$ cat config.mk
export PLATFORM = sky130hd
export DESIGN_NAME = bmd_compl_tracker
export DESIGN_NICKNAME = d
export VERILOG_FILES = /design/src/rtl/bmd_compl_tracker.sv
export SDC_FILE = /design/constraint.sdc
export NUM_CORES = 1
export LEC_CHECK = 0
export CAP_MARGIN = 15
export CORE_UTILIZATION = 25
export CTS_BUF_LIST = sky130_fd_sc_hd__clkbuf_4 sky130_fd_sc_hd__clkbuf_8 sky130_fd_sc_hd__clkbuf_16
export CTS_CLUSTER_SIZE = 24
export DETAILED_ROUTE_END_ITERATION = 8
export HOLD_SLACK_MARGIN = 0.06
export SLEW_MARGIN = 0
export SYNTH_ARGS = -nofsm -noshare
export SYNTH_HDL_FRONTEND = slang
export SYNTH_SLANG_ARGS = --single-unit
$ cat constraint.sdc
create_clock -name clk -period 2 [get_ports clk]
set_clock_uncertainty 0.05 [all_clocks]
set_input_delay 0.4 -clock clk [delete_from_list [all_inputs] [get_ports clk]]
set_output_delay 0.4 -clock clk [all_outputs]
set_load 0.02 [all_outputs]
$ cat src/rtl/bmd_compl_tracker.sv
// Non-posted completion tracker.
// Queues request descriptors from the RX engine and hands the head entry to
// the TX completion engine. A small power FSM drains the queue before it
// acknowledges a power-state change.
`timescale 1ns/1ps

module bmd_compl_tracker #(
    parameter int TCQ    = 1,
    parameter int DEPTH  = 4,
    parameter int DESC_W = 32
) (
    input  logic                       clk,
    input  logic                       rst,
    input  logic                       rx_np_valid,
    input  logic [DESC_W-1:0]          rx_np_desc,
    output logic                       rx_np_ready,
    output logic                       req_compl,
    output logic [DESC_W-1:0]          req_desc,
    input  logic                       tx_compl_done,
    input  logic                       cfg_power_state_change_interrupt,
    output logic                       cfg_power_state_change_ack,
    output logic                       compl_pending,
    output logic [$clog2(DEPTH):0]     outstanding,
    output logic                       err_unexp_done
);

    localparam int AW = $clog2(DEPTH);
    localparam int CW = AW + 1;
    localparam logic [CW-1:0] DEPTH_C  = CW'(DEPTH);
    localparam logic [CW-1:0] CNT_ZERO = {CW{1'b0}};
    localparam logic [CW-1:0] CNT_ONE  = {{(CW-1){1'b0}}, 1'b1};
    localparam logic [AW-1:0] PTR_ZERO = {AW{1'b0}};
    localparam logic [AW-1:0] PTR_ONE  = {{(AW-1){1'b0}}, 1'b1};

    // The register model is zero-delay; TCQ is kept so the parameter list
    // matches the rest of the BMD family. Reject illegal parameter values.
    if ((DEPTH < 32'sd2) || (DEPTH > 32'sd16) ||
        ((DEPTH & (DEPTH - 32'sd1)) != 32'sd0) || (TCQ < 32'sd0)) begin : g_bad_param
        $error("bmd_compl_tracker: DEPTH must be a power of 2 in 2..16 and TCQ >= 0");
    end

    typedef enum logic [1:0] {
        ST_RUN      = 2'd0,
        ST_DRAIN    = 2'd1,
        ST_ACK      = 2'd2,
        ST_WAIT_REL = 2'd3
    } pwr_state_t;

    pwr_state_t          state_r;
    logic [AW-1:0]       wr_ptr_r;
    logic [AW-1:0]       rd_ptr_r;
    logic [CW-1:0]       count_r;
    logic                err_r;
    logic [DESC_W-1:0]   mem_r [DEPTH];

    logic                ready_s;
    logic                req_s;
    logic                push_s;
    logic                pop_s;
    logic                unexp_s;

    // Handshake decode; everything here depends on registered state only.
    always_comb begin
        ready_s = 1'b0;
        req_s   = 1'b0;
        if ((count_r < DEPTH_C) && (state_r == ST_RUN)) begin
            ready_s = 1'b1;
        end else begin
            ready_s = 1'b0;
        end
        if ((count_r != CNT_ZERO) && (state_r != ST_ACK)) begin
            req_s = 1'b1;
        end else begin
            req_s = 1'b0;
        end
        push_s  = rx_np_valid & ready_s;
        pop_s   = tx_compl_done & req_s;
        unexp_s = tx_compl_done & ~req_s;
    end

    // Descriptor storage write port; contents are intentionally not reset.
    always_ff @(posedge clk) begin
        if (push_s) begin
            mem_r[wr_ptr_r] <= rx_np_desc;
        end
    end

    // Queue pointers and occupancy; pointers wrap naturally at DEPTH.
    always_ff @(posedge clk) begin
        if (rst) begin
            wr_ptr_r <= PTR_ZERO;
            rd_ptr_r <= PTR_ZERO;
            count_r  <= CNT_ZERO;
        end else begin
            if (push_s) begin
                wr_ptr_r <= wr_ptr_r + PTR_ONE;
            end
            if (pop_s) begin
                rd_ptr_r <= rd_ptr_r + PTR_ONE;
            end
            case ({push_s, pop_s})
                2'b10:   count_r <= count_r + CNT_ONE;
                2'b01:   count_r <= count_r - CNT_ONE;
                default: count_r <= count_r;
            endcase
        end
    end

    // Sticky flag for a done pulse that arrives with nothing requested.
    always_ff @(posedge clk) begin
        if (rst) begin
            err_r <= 1'b0;
        end else if (unexp_s) begin
            err_r <= 1'b1;
        end else begin
            err_r <= err_r;
        end
    end

    // Power FSM: drain the queue, ack once, then wait for the request to drop.
    always_ff @(posedge clk) begin
        if (rst) begin
            state_r <= ST_RUN;
        end else begin
            case (state_r)
                ST_RUN: begin
                    if (cfg_power_state_change_interrupt) begin
                        state_r <= ST_DRAIN;
                    end else begin
                        state_r <= ST_RUN;
                    end
                end
                ST_DRAIN: begin
                    if (!cfg_power_state_change_interrupt) begin
                        state_r <= ST_RUN;
                    end else if (count_r == CNT_ZERO) begin
                        state_r <= ST_ACK;
                    end else begin
                        state_r <= ST_DRAIN;
                    end
                end
                ST_ACK: begin
                    state_r <= ST_WAIT_REL;
                end
                ST_WAIT_REL: begin
                    if (!cfg_power_state_change_interrupt) begin
                        state_r <= ST_RUN;
                    end else begin
                        state_r <= ST_WAIT_REL;
                    end
                end
                default: begin
                    state_r <= ST_RUN;
                end
            endcase
        end
    end

    // Output decode of the registered state.
    always_comb begin
        rx_np_ready                = ready_s;
        req_compl                  = req_s;
        req_desc                   = mem_r[rd_ptr_r];
        compl_pending              = (count_r != CNT_ZERO);
        outstanding                = count_r;
        err_unexp_done             = err_r;
        cfg_power_state_change_ack = (state_r == ST_ACK);
    end

endmodule
==> flow_summary.yaml <==
route:
  dr.pass1.iters: 4
  ant_nets: 0
  num_vias: 2574
  via_per_inst: 4.105
  drt-wirelength-per-cell_um: 16.98
  routed_wirelength_um: 10650
  post-route-drc-count: 0
  drt_iter0_markers: 92
sta:
  setup_tns_ns: -4.129
  drv_slew: 0
  worst_slack_ns: -0.1522
  fin_crit_ns: 2.152
  relSlewSlack: 0.7182
  timing.final.crit_share: 1.076
  tightest_slew_ns: 0.4213
  rsz0062_at_grt: "true"
  setup_viol: 32
  final_hold_viol_count: 0
  fmax_ghz: 0.4646
pwr:
  post-layout-total-power_mw: 9.807
  power_frac_comb: 0.307
  p_leak_nw: 2.423
  sequentialPowerShare: 0.384
  pwr-share-clk: 0.308
  switching_share: 0.2848
  p_int_mw: 7.014
  switchingPower_mw: 2.793
  powerDensity_nw_per_um2: 1352
  ir_worst_vdd_mv: 0.5238
global_routing:
  grtUsageMet2: 0.1881
  gr-usage-met3: 0.04375
  groute.usage.overall: 0.1107
  grt_pass1_vias: 2906
  grt_overflow: 0
  antenna_found_initial: 0
  grt_pass1_wl_um: 16860
  grt_max_degree: 19
  use_met1: 0.1242
  busiest_layer: "met2"
placed_design:
  gp_congestion: 0.6584
  dp_hpwl_um: 6710
  io_buffers: 76
synth:
  synth-edff-count: 128
  synthFlopType: "edfxtp_1"
  yosys_warnings: 0
  syn_area_um2: 5215
  ys_seq_area_frac: 0.7831
  ys_types: 29
  yosysMostFrequentCell: "edfxtp_1"
  async_flop_share: 0
  synth-seq-cells: 140
  syn_inst: 229
  synth_top_area_cell: "edfxtp_1"
  synth_area_leaders: "edfxtp_1 74%, mux4_2 14%, dfxtp_1 4.6%"
  synth_nets: 272
  netlist.area_leader.share: 0.7370
  synth_commonest_cells: "128 x edfxtp_1, 32 x mux4_2, 12 x dfxtp_1"
  synth.avg_cell_area_um2: 22.77
outcome:
  status: "finished, violations left"
  violations: "setup timing"
critical_path:
  critPathKind: "flop to primary output"
  startpoint_type: "flop"
  cp.arrival_ns: 1.70
  cp_max_fo: 9
  cp-end-kind: "primary output"
  cp.required_ns: 1.55
cts:
  cts_buffers: 17
  clock-sinks: 140
  ctsLongestPathBuffers: 2
  hold_buffers: 0
  clock_latency_ns: 0.42
  clock-root-buffer: "clkbuf_16"
  cts-htree-levels: 4
  cts_tree: "yes"
  clkTransAtPathRegs_ns: 0.06
floorplanning:
  die_w_um: 146.4
  core_um2: 20360
  die_y_um: 146.4
  fp-row-count: 52
  num_io_pins: 77
  start_util: 0.2561
  dieArea_um2: 21440
final_layout:
  drive_gt1_frac: 0.3961
  final_nets: 386
  nFillCells: 1898
  syn_to_final_growth_pct: 39.13
run:
  drv_cap: 0
hold_path:
  min_path_type: "flop to flop"
[what timing repair did]
item / CTS / global route
resized for setup: 187 / 9
hold endpoints to repair: 0 / 0
cloned: 3 / 0
setup endpoints to repair: 38 / 35
pin swaps: 1 / 3
setup buffers: 5 / 1
[layout make-up]
type                            instances  area, um2  area share
Sequential cell                       140       4099      0.5649
Timing Repair Buffer                  103       1131      0.1559
Multi-Input combinational cell         75       1089      0.1500
Clock buffer                           17      425.4     0.05863
Tap cell                              270      337.8     0.04656
Clock inverter                         15      148.9     0.02052
Inverter                                6      22.52    0.003104
Antenna cell                            1      2.502   0.0003449
[path summary, 6_finish.rpt]
path	from	endpoint	slack [ns]	depth (start not counted)
worst min register to register	err_unexp_done$_SDFFE_PP0P_	err_unexp_done$_SDFFE_PP0P_	0.40	2
worst max register to register	state_r[0]$_SDFF_PP0_	outstanding[2]$_SDFFE_PP0P_	0.07	7
worst min-delay path	err_unexp_done$_SDFFE_PP0P_	err_unexp_done$_SDFFE_PP0P_	0.40	2
worst max-delay path	flop	req_desc[7]	-0.15	3
[flip-flops by register name, indices dropped and copies added, names as in the netlist, named ones only]
name and count:
mem_r 128, outstanding 3, rd_ptr_r 2, state_r 2, wr_ptr_r 2, err_unexp_done 1
[through the flow]
stage | util | hold slack (ns) | area [um2] | instances | setup slack, ns
floorplan | - | 0.4029 | 5234 | 229 | -0.03935
global placement | 0.3245 | 0.3900 | 6608 | 588 | -0.3933
detailed placement | 0.3245 | 0.3884 | 6608 | 588 | -0.4145
CTS | 0.3597 | 0.3985 | 7325 | 628 | -0.2824
global route | 0.3562 | 0.4501 | 7253 | 626 | -0.2371
finish | 0.3563 | 0.3979 | 7256 | 627 | -0.1522
[critical path: stages (launching register included)]
cell and delay [ns]:
dfxtp_4 0.43, buf_12 0.17, mux4_2 0.50, buf_2 0.17
[per-layer routing]
metal | share of wire | routed length (um)
met1 | 0.41 | 4373
met4 | 0.0085 | 90
met5 | 0 | 0
met2 | 0.53 | 5687
met3 | 0.047 | 496
[cell families after synthesis]
family / share of synthesized area
adders and majority gates: 0.01584
muxes: 0.1464
xor gates and xnor gates: 0.005039
buffers and inverters: 0.01104
and+or+nand+nor: 0.02711
DFF: 0.7831
AOI/OAI and AO/OA: 0.01152
[cell usage in the layout, fill, tap and decap left out, types with 2 or more instances in the layout]
| cell | netlist | routed |
|---|---|---|
| nor2_1 | 7 | 7 |
| mux2i_1 | 2 | 2 |
| buf_2 | 4 | 8 |
| a21oi_1 | 5 | 5 |
| inv_6 | 0 | 2 |
| dfxtp_2 | 0 | 3 |
| dfxtp_1 | 12 | 6 |
| mux4_2 | 32 | 32 |
| buf_4 | 0 | 11 |
| dlygate4sd2_1 | 0 | 3 |
| xnor2_1 | 2 | 2 |
| clkbuf_16 | 0 | 17 |
| buf_6 | 0 | 25 |
| ha_1 | 5 | 4 |
| and2_2 | 0 | 4 |
| dfxtp_4 | 0 | 3 |
| mux2_2 | 2 | 2 |
| clkinv_1 | 0 | 3 |
| clkinvlp_4 | 0 | 2 |
| bufinv_16 | 0 | 2 |
| clkdlybuf4s50_1 | 0 | 39 |
| inv_1 | 6 | 6 |
| edfxtp_1 | 128 | 128 |
| buf_12 | 0 | 15 |
| clkinv_2 | 0 | 2 |
| clkinv_4 | 0 | 4 |
| clkbuf_2 | 0 | 2 |
| o21ai_0 | 2 | 2 |
[power groups by stage]
stage / registers, mW / clock network (mW) / logic (mW)
final: 3.77 / 3.02 / 3.01
after global routing: 3.81 / 3.24 / 3.24
after CTS: 3.78 / 3.12 / 3.25
after detailed placement: 3.81 / 0 / 2.94
after global placement: 3.78 / 0 / 2.92
after floorplan: 3.80 / 0 / 1.52
Power figures use the tool's default switching activity.
